## src/rtl/fifo_ctrl_pkg.sv

```systemverilog
// rtl/fifo_ctrl_pkg.sv - FIFO command encodings and controller state encoding
package fifo_ctrl_pkg;

  localparam logic [1:0] MODE_IDLE = 2'b00;
  localparam logic [1:0] MODE_PUSH = 2'b01;
  localparam logic [1:0] MODE_POP  = 2'b10;

  localparam logic [0:0] ST_RUN   = 1'b0;
  localparam logic [0:0] ST_FLUSH = 1'b1;

endpackage

```

## src/rtl/rr_arbiter.sv

```systemverilog
// rtl/rr_arbiter.sv - one-hot round-robin pick, search starts just after ptr
module rr_arbiter #(
  parameter  int NREQ = 2,
  localparam int PW   = (NREQ > 1) ? $clog2(NREQ) : 1
) (
  input  logic [NREQ-1:0] req_i,
  input  logic            en_i,
  input  logic [PW-1:0]   ptr_i,
  output logic [NREQ-1:0] gnt_o,
  output logic            valid_o
);

  logic found;

  always_comb begin
    gnt_o = '0;
    found = 1'b0;
    for (int k = 1; k <= NREQ; k++) begin
      for (int i = 0; i < NREQ; i++) begin
        if (en_i && !found && req_i[i] && (i == (int'(ptr_i) + k) % NREQ)) begin
          gnt_o[i] = 1'b1;
          found    = 1'b1;
        end
      end
    end
  end

  assign valid_o = found;

endmodule

```

## src/rtl/fifo_access_arbiter.sv

```systemverilog
// rtl/fifo_access_arbiter.sv - shares one mode-driven FIFO among NREQ producers and NREQ consumers
module fifo_access_arbiter
  import fifo_ctrl_pkg::*;
#(
  parameter  int NREQ  = 2,
  parameter  int DW    = 4,
  parameter  int DEPTH = 5,
  localparam int CW    = $clog2(DEPTH + 1),
  localparam int PW    = (NREQ > 1) ? $clog2(NREQ) : 1
) (
  input  logic             clk_i,
  input  logic             rst_ni,
  input  logic [NREQ-1:0]  push_req_i,
  input  logic [NREQ*DW-1:0] push_data_i,
  output logic [NREQ-1:0]  push_gnt_o,
  input  logic [NREQ-1:0]  pop_req_i,
  output logic [NREQ-1:0]  pop_gnt_o,
  output logic [NREQ-1:0]  rd_valid_o,
  output logic [DW-1:0]    rd_data_o,
  input  logic             flush_i,
  output logic             flush_done_o,
  output logic [CW-1:0]    count_o,
  output logic             full_o,
  output logic             empty_o,
  output logic [1:0]       fifo_mode_o,
  output logic [DW-1:0]    fifo_datain_o,
  input  logic [DW-1:0]    fifo_dataout_i
);

  logic [0:0]      state_q, state_d;
  logic [CW-1:0]   count_q, count_d;
  logic [PW-1:0]   push_ptr_q, push_ptr_d;
  logic [PW-1:0]   pop_ptr_q, pop_ptr_d;
  logic            prio_pop_q, prio_pop_d;
  logic [1:0]      mode_q, mode_d;
  logic [DW-1:0]   datain_q, datain_d;
  logic [NREQ-1:0] s1_q, s1_d;
  logic [NREQ-1:0] s2_q, s2_d;
  logic            flush_done_q, flush_done_d;

  logic run_ok, any_push, any_pop, push_en, pop_en, push_vld, pop_vld;

  // Decisions use the committed count only, never the FIFO's own flags.
  assign run_ok   = (state_q == ST_RUN) && !flush_i;
  assign any_push = (count_q < CW'(DEPTH)) && (|push_req_i);
  assign any_pop  = (count_q != '0) && (|pop_req_i);
  assign push_en  = run_ok && any_push && (!any_pop || !prio_pop_q);
  assign pop_en   = run_ok && any_pop && (!any_push || prio_pop_q);

  rr_arbiter #(.NREQ(NREQ)) u_push_arb (
    .req_i   (push_req_i),
    .en_i    (push_en),
    .ptr_i   (push_ptr_q),
    .gnt_o   (push_gnt_o),
    .valid_o (push_vld)
  );

  rr_arbiter #(.NREQ(NREQ)) u_pop_arb (
    .req_i   (pop_req_i),
    .en_i    (pop_en),
    .ptr_i   (pop_ptr_q),
    .gnt_o   (pop_gnt_o),
    .valid_o (pop_vld)
  );

  always_comb begin
    state_d      = state_q;
    count_d      = count_q;
    push_ptr_d   = push_ptr_q;
    pop_ptr_d    = pop_ptr_q;
    prio_pop_d   = prio_pop_q;
    mode_d       = MODE_IDLE;
    datain_d     = datain_q;
    s1_d         = '0;
    s2_d         = s1_q;
    flush_done_d = 1'b0;
    if (state_q == ST_RUN) begin
      if (flush_i) begin
        state_d = ST_FLUSH;
      end else if (push_vld) begin
        mode_d     = MODE_PUSH;
        count_d    = count_q + CW'(1);
        prio_pop_d = 1'b1;
        for (int i = 0; i < NREQ; i++) begin
          if (push_gnt_o[i]) begin
            datain_d   = push_data_i[i*DW +: DW];
            push_ptr_d = PW'(i);
          end
        end
      end else if (pop_vld) begin
        mode_d     = MODE_POP;
        count_d    = count_q - CW'(1);
        prio_pop_d = 1'b0;
        s1_d       = pop_gnt_o;
        for (int i = 0; i < NREQ; i++) begin
          if (pop_gnt_o[i]) pop_ptr_d = PW'(i);
        end
      end
    end else begin
      // Drain pops leave s1_d empty so they never reach a consumer.
      if (count_q != '0) begin
        mode_d  = MODE_POP;
        count_d = count_q - CW'(1);
      end else begin
        flush_done_d = 1'b1;
        state_d      = ST_RUN;
      end
    end
  end

  always_ff @(posedge clk_i) begin
    if (!rst_ni) begin
      state_q      <= ST_RUN;
      count_q      <= '0;
      push_ptr_q   <= '0;
      pop_ptr_q    <= '0;
      prio_pop_q   <= 1'b0;
      mode_q       <= MODE_IDLE;
      datain_q     <= '0;
      s1_q         <= '0;
      s2_q         <= '0;
      flush_done_q <= 1'b0;
    end else begin
      state_q      <= state_d;
      count_q      <= count_d;
      push_ptr_q   <= push_ptr_d;
      pop_ptr_q    <= pop_ptr_d;
      prio_pop_q   <= prio_pop_d;
      mode_q       <= mode_d;
      datain_q     <= datain_d;
      s1_q         <= s1_d;
      s2_q         <= s2_d;
      flush_done_q <= flush_done_d;
    end
  end

  assign count_o       = count_q;
  assign full_o        = (count_q == CW'(DEPTH));
  assign empty_o       = (count_q == '0);
  assign fifo_mode_o   = mode_q;
  assign fifo_datain_o = datain_q;
  assign rd_valid_o    = s2_q;
  assign rd_data_o     = fifo_dataout_i;
  assign flush_done_o  = flush_done_q;

endmodule

```

## config.mk

```make
export PLATFORM = sky130hd
export DESIGN_NAME = fifo_access_arbiter
export DESIGN_NICKNAME = d
export VERILOG_FILES = /design/src/rtl/fifo_ctrl_pkg.sv /design/src/rtl/rr_arbiter.sv /design/src/rtl/fifo_access_arbiter.sv
export SDC_FILE = /design/constraint.sdc
export NUM_CORES = 1
export LEC_CHECK = 0
export ABC_AREA = 1
export CELL_PAD_IN_SITES_DETAIL_PLACEMENT = 1
export CELL_PAD_IN_SITES_GLOBAL_PLACEMENT = 1
export CORE_ASPECT_RATIO = 1.5
export CORE_MARGIN = 4
export CORE_UTILIZATION = 25
export DETAILED_ROUTE_END_ITERATION = 8
export GPL_TIMING_DRIVEN = 0
export PLACE_DENSITY = 0.78
export SYNTH_ARGS = -nofsm -noshare
export SYNTH_HDL_FRONTEND = slang
export SYNTH_SLANG_ARGS = --single-unit
```

## constraint.sdc

```tcl
create_clock -name clk_i -period 3.1 [get_ports clk_i]
set_input_delay 0.62 -clock clk_i [delete_from_list [all_inputs] [get_ports clk_i]]
set_output_delay 0.62 -clock clk_i [all_outputs]
set_load 0.02 [all_outputs]
```

==> results of run 1 <==
==> kinds of logic (layout without fill, tap and decap cells) <==
group | after synthesis | after routing | share of synthesized area [%]
adder cells (fa/ha/maj) | 4 | 4 | 5.20
buffers and inverters | 28 | 68 | 13.4
AND/OR/NAND/NOR | 66 | 66 | 33.4
XOR/XNOR | 2 | 2 | 1.82
AO/OA/AOI/OAI | 14 | 14 | 8.71
flip-flops | 18 | 18 | 37.5
==> tightest hold or removal path, stage by stage, from the launching register on <==
cell and delay, ns:
dfxtp_1 0.31, nand2_1 0.05, inv_1 0.04
==> what timing repair did <==
action | in CTS | in global routing
gates resized for setup | 2 | 2
hold buffers | 0 | 0
endpoints found under the setup margin | 2 | 2
endpoints found under the hold margin | 0 | 0
==> state kept, by name (all words and copies together) (netlist names) <==
name           cells
fifo_datain_o      4
count_o            3
fifo_mode_o        2
rd_valid_o         2
s1_q               2
flush_done_o       1
pop_ptr_q          1
prio_pop_q         1
push_ptr_q         1
state_q            1
==> layer usage <==
| layer | up-vias | track usage, % | share of wire (%) |
|---|---|---|---|
| li1 | 480 | - | - |
| met1 | 455 | 11.5 | 35 |
| met2 | 28 | 22.8 | 58 |
| met3 | 5 | 1.70 | 5.2 |
| met4 | 0 | 5.77 | 1.7 |
| met5 | - | 0 | 0 |
==> cells in the final DEF (no fill, tap or decap), drive strengths merged <==
cell type	count
o21a	1
nand4	2
ha	4
nor3	2
xor2	2
inv	21
nand2	32
dlymetal6s2s	2
clkinv	1
a21oi	5
o21ai	5
nor2	23
a211oi	3
buf	5
dlygate4sd2	1
nand3	7
clkdlybuf4s50	33
clkbuf	5
dfxtp	18
==> layout make-up <==
type	count	area [um^2]	share of cell area (%)
timing repair buffer	36	364	25.4
buffer	6	45.0	3.14
tap	43	53.8	3.75
inverter	22	83.8	5.84
clock buffer	4	55.1	3.84
multi-input combinational	86	473	33.0
sequential	18	360	25.1
==> power by group <==
part / switching, mW / leakage [nW] / total [mW] / internal [mW]
sequential: 0.0383 / 0.148 / 0.309 / 0.271
combinational: 0.277 / 0.540 / 0.478 / 0.201
clock: 0.0842 / 0.0288 / 0.197 / 0.113
==> through the flow <==
step,TNS [ns],worst slack [ns]
2_1_floorplan,0,0.891
3_3_place_gp,-0.0715,-0.0715
3_5_place_dp,-0.168,-0.160
4_1_cts,0,0.0165
5_1_grt,0,0.0158
6_report,0,0.114
==> path summary, 6_finish.rpt <==
path                   endpoint  slack (ns)  cells after the start
hold reg to reg   rd_valid_o[0]        0.42                      2
setup reg to reg     count_o[1]        1.47                     10
hold / removal    rd_valid_o[0]        0.42                      2
setup / recovery   pop_gnt_o[1]        0.11                      8
==> results.yml, run 1 <==
global_routing:
  antenna_found_initial: 0
  first_global_vias: 1088
  largest_net_degree_at_the_start_of_global_routing: 11
  globalRouteTotalUtil_pct: 11.8
  globalRouteOverflowTotal: 0
  grt_pass1_wl_mm: 4.56
routing:
  drt_first_iter_violations: 21
  post_drt_via_cell_ratio: 4.50
  drc_errors: 0
  dr.pass1.iters: 2
  drt-wirelength-per-cell_um: 12.7
  detail-route-antenna-nets: 0
  detail_route.wirelength_mm: 2.73
  detailroute.via_count: 968
cells_and_area:
  design_area_um2: 1440
  finalNonFillerCells: 215
  flow.area_growth_from_synthesis_pct: 49.2
  layout.nets: 196
  layout.core_utilization_pct: 39.0
  drive_above_1_share_pct: 13.4
  fillCellCount: 462
  num_antenna_cells: 0
timing:
  clock_skew_ns: 0.00594
  tightestPinTransition_ns: 0.415
  achievable-frequency_mhz: 335
  hold_viol: 0
  slew_viol_final: 0
  grt_setup_unrepaired: "no"
  finalCritPeriodShare_pct: 96.3
  slew-limit-headroom_pct: 72.3
  finalWorstPathRequiredPeriod_ns: 2.99
  fin_hold_ws_ns: 0.423
  finalSetupViolations: 0
place:
  routabilityCongestion: 0.716
  detailedPlacementHpwl_mm: 2.21
  io_buffers: 36
  placed_cells_incl_taps: 211
  placed_cell_area_um2: 1380
pwr:
  maximum_vdd_ir_drop_uv: 285
  power.leakage_nw: 0.716
  power.density_nw_per_um2: 686
  finalPower_uw: 985
clock_tree:
  ctsRootBufferMaster: "clkbuf_8"
  postCtsSetupRepairBufs: 0
  htree_num_levels: 1
  clk-insertion-delay-late_ns: 0.26
  cts_max_path_buffers: 2
  cts_inserted_buffers: 3
  clkSinkCount: 18
  path_clk_slew_ns: 0.07
  tritoncts_clock_tree: "built"
worst_setup_path:
  path_buf_inv: 3
  timing.critical_path.from_type: "input port"
  timing.critical_path.slowest_cell_delay_ns: 0.61
  critical_path.slowest_cell: "clkdlybuf4s50_1"
  cpLargestDelayFamily: "buffers and inverters"
  largest_fanout_of_any_net_on_the_critical_path: 7
  timing.critical_path.arrival_ns: 2.37
  path_cells: "clkdlybuf4s50_1 -> inv_1 -> nand2_1 -> nand2_1 -> nor2_2 -> nand2_4 -> nor2_2 -> clkdlybuf4s50_1"
  critPathRequiredTime_ns: 2.48
  crit_path_end_kind: "primary output"
  worstSetupStartpoint: "pop_req_i[1]"
  worst-setup-path-type: "in -> out"
  reg2reg_from: "count_o[0]"
job:
  maxCapViolations: 0
synth:
  synth.top_cells.by_count: "nand2_1 (29), inv_1 (19), dfxtp_1 (18), nor2_1 (18)"
  netlist_instances: 132
  ys_ff_latch: 18
  synth_fp_nets: 155
  share_of_async_settable_or_async_resettable_flops_after_synthesis_pct: 0
  post_synth_instance_area_um2: 962
  synth.avg_cell_area_um2: 7.29
  synth_sequential_area_ratio_pct: 37.5
  synth-edff-count: 0
  synth_largest_area_cell: "dfxtp_1"
  synth.distinct_cells: 24
  ys_dominant_reg_cell: "dfxtp_1"
  synth_top_area_share_pct: 37.5
  synth.top_cells.by_area: "dfxtp_1 (37%), nand2_1 (11%), inv_1 (7.4%), nor2_1 (7.0%), ha_1 (5.2%)"
  ys.warnings.count: 0
  post-synth-top-count-cell: "nand2_1"
min_path:
  hp-start: "s1_q[0]"
  holdCritPathClass: "reg -> reg"
floorplanning:
  io-pin-count: 41
  initial_utilization_pct: 26.1
  die_area_um2: 4930
  core.rowCount: 27
  die_x_um: 58.7
  placeableCoreArea_um2: 3680
  floorplan.die.height_um: 84.0
run_status:
  status: "finished clean"
(Power assumes the default switching activity.)
==> run 2: changes to the inputs <==
--- a/config.mk
+++ b/config.mk
@@ -10,10 +10,10 @@
 export CELL_PAD_IN_SITES_GLOBAL_PLACEMENT = 1
 export CORE_ASPECT_RATIO = 1.5
 export CORE_MARGIN = 4
-export CORE_UTILIZATION = 25
+export CORE_UTILIZATION = 30
 export DETAILED_ROUTE_END_ITERATION = 8
 export GPL_TIMING_DRIVEN = 0
-export PLACE_DENSITY = 0.78
+export PLACE_DENSITY = 0.9
 export SYNTH_ARGS = -nofsm -noshare
 export SYNTH_HDL_FRONTEND = slang
 export SYNTH_SLANG_ARGS = --single-unit
==> results.yml, run 2 (synthesized netlist as in run 1, its figures left out) <==
run_status:
  status: "finished clean"
routing:
  detail-route-antenna-nets: 0
  post_drt_via_cell_ratio: 4.64
  dr.pass1.iters: 4
  detail_route.wirelength_mm: 3.00
  drc_errors: 0
  detailroute.via_count: 974
  drt_first_iter_violations: 14
  drt-wirelength-per-cell_um: 14.3
timing:
  slew-limit-headroom_pct: 66.4
  timing.setup.tns_ns: 0
  hold_viol: 0
  grt_setup_unrepaired: "no"
  finalWorstPathRequiredPeriod_ns: 2.91
  clock_skew_ns: 0.00259
  achievable-frequency_mhz: 344
  tightestPinTransition_ns: 0.504
  finalCritPeriodShare_pct: 93.8
  finalSetupViolations: 0
  slew_viol_final: 0
global_routing:
  antenna_found_initial: 0
  first_global_vias: 1076
  largest_net_degree_at_the_start_of_global_routing: 11
  grt_pass1_wl_mm: 5.00
  globalRouteTotalUtil_pct: 16.2
  globalRouteOverflowTotal: 0
worst_setup_path:
  timing.critical_path.from_type: "input port"
  largest_fanout_of_any_net_on_the_critical_path: 9
  reg2reg_from: "count_o[0]"
  critPathRequiredTime_ns: 2.48
  crit_path_end_kind: "primary output"
  timing.critical_path.slowest_cell_delay_ns: 0.54
  crit-reg2reg-capture: "fifo_datain_o[0]"
  path_cells: "clkdlybuf4s50_1 -> nor2_2 -> a21oi_1 -> nand3_2 -> a211oi_1 -> dlygate4sd2_1"
  timing.critical_path.arrival_ns: 2.29
  worst-setup-path-type: "in -> out"
  worst-r2r-cell-count: 10
  ff2ff_setup_slack_ns: 1.52
  critical_path.slowest_cell: "clkdlybuf4s50_1"
place:
  io_buffers: 36
  placed_cell_area_um2: 1370
  detailedPlacementHpwl_mm: 2.38
  routabilityCongestion: 0.810
  placed_cells_incl_taps: 207
pwr:
  power.density_nw_per_um2: 670
  finalPower_uw: 950
  maximum_vdd_ir_drop_uv: 253
  power.leakage_nw: 0.715
min_path:
  holdPathEnd: "rd_valid_o[0]"
  worstHoldPathCells: 2
  holdCritPathClass: "reg -> reg"
  hp-start: "s1_q[0]"
floorplanning:
  die_area_um2: 4200
  die_x_um: 54.2
  core.rowCount: 24
  io-pin-count: 41
  initial_utilization_pct: 32.0
  placeableCoreArea_um2: 3000
  floorplan.die.height_um: 77.4
clock_tree:
  cts_max_path_buffers: 2
  clk-insertion-delay-late_ns: 0.25
  ctsRootBufferMaster: "clkbuf_8"
  path_clk_slew_ns: 0.06
  postCtsSetupRepairBufs: 0
  clkSinkCount: 18
  htree_num_levels: 1
  postCtsHoldBufs: 0
  tritoncts_clock_tree: "built"
  cts_inserted_buffers: 3
job:
  maxCapViolations: 0
cells_and_area:
  layout.nets: 196
  finalNonFillerCells: 210
  most-common-layout-cells: "clkdlybuf4s50_1 (32), nand2_1 (29), inv_1 (19)"
  largest_register_ffs: 4
  drive_above_1_share_pct: 13.5
  layout_commonest_cell: "clkdlybuf4s50_1"
  flow.area_growth_from_synthesis_pct: 47.3
  num_antenna_cells: 0
  design_area_um2: 1420
-- run 2: changes by cell type in the layout (fill, tap and decap cells not counted) --
| cell | before | now |
|---|---|---|
| clkbuf_8 | 4 | 3 |
| clkdlybuf4s50_1 | 33 | 32 |
| dlygate4sd2_1 | 1 | 2 |
| nor2_1 | 18 | 17 |
| nor2_2 | 4 | 5 |
-- run 2: what timing repair did --
item / CTS / global route
endpoints found under the setup margin: 3 / 2
endpoints found under the hold margin: 0 / 0
resized for setup: 4 / 2
-- run 2: metrics by stage --
step	hold slack (ns)	worst slack, ns	util [%]
finish	0.421	0.191	47.2
CTS	0.426	0.0153	47.0
global placement	0.394	-0.0892	45.7
detailed placement	0.407	-0.0762	45.7
floorplan	0.390	0.891	-
global route	0.469	0.0477	47.2
-- run 2: how the worst max path moves through the flow --
stage | from | end | slack, ns | depth (start not counted)
6_report | push_req_i[0] | push_gnt_o[0] | 0.19 | 6
5_1_grt | push_req_i[0] | push_gnt_o[0] | 0.05 | 6
4_1_cts | pop_req_i[1] | pop_gnt_o[0] | 0.02 | 10
3_5_place_dp | push_req_i[0] | push_gnt_o[1] | -0.08 | 7
3_3_place_gp | push_req_i[0] | push_gnt_o[1] | -0.09 | 7
2_1_floorplan | count_o[0] | push_gnt_o[0] | 0.89 | 6
-- run 2: where the power goes --
part / internal, mW / switching (mW)
clock network: 0.0864 / 0.0748
registers: 0.271 / 0.0396
logic: 0.200 / 0.278
-- run 2: cell type report --
class | count | area, um^2
fillers | 382 | 1590
multi-input cells | 86 | 475
repair buffers | 36 | 363
flip-flops and latches | 18 | 360
inverters | 22 | 83.8
well taps | 39 | 48.8
plain buffers | 6 | 45.0
clock buffers | 3 | 41.3
-- run 2: layer usage --
layer  global-route usage, %  vias to the layer above  share of wire (%)
met1                    14.7                      452                 33
met5                       0                        -                  0
li1                        -                      482                  -
met4                    9.23                        0                3.2
met3                    2.49                        7                7.0
met2                    31.2                       33                 57
-- run 2: critical path: cells and delay by family --
family | cells | cell delay, ns
simple gates | 2 | 0.30
compound gates | 2 | 0.44
buf+inv | 2 | 0.91
==> run 3: changes to the inputs <==
--- a/config.mk
+++ b/config.mk
@@ -6,12 +6,14 @@
 export NUM_CORES = 1
 export LEC_CHECK = 0
 export ABC_AREA = 1
+export CAP_MARGIN = 0
 export CELL_PAD_IN_SITES_DETAIL_PLACEMENT = 1
 export CELL_PAD_IN_SITES_GLOBAL_PLACEMENT = 1
 export CORE_ASPECT_RATIO = 1.5
 export CORE_MARGIN = 4
 export CORE_UTILIZATION = 30
 export DETAILED_ROUTE_END_ITERATION = 8
+export GPL_ROUTABILITY_DRIVEN = 0
 export GPL_TIMING_DRIVEN = 0
 export PLACE_DENSITY = 0.9
 export SYNTH_ARGS = -nofsm -noshare
==> results of run 3 <==
No change in the layout: final DEF, timing and power equal those of run 2.
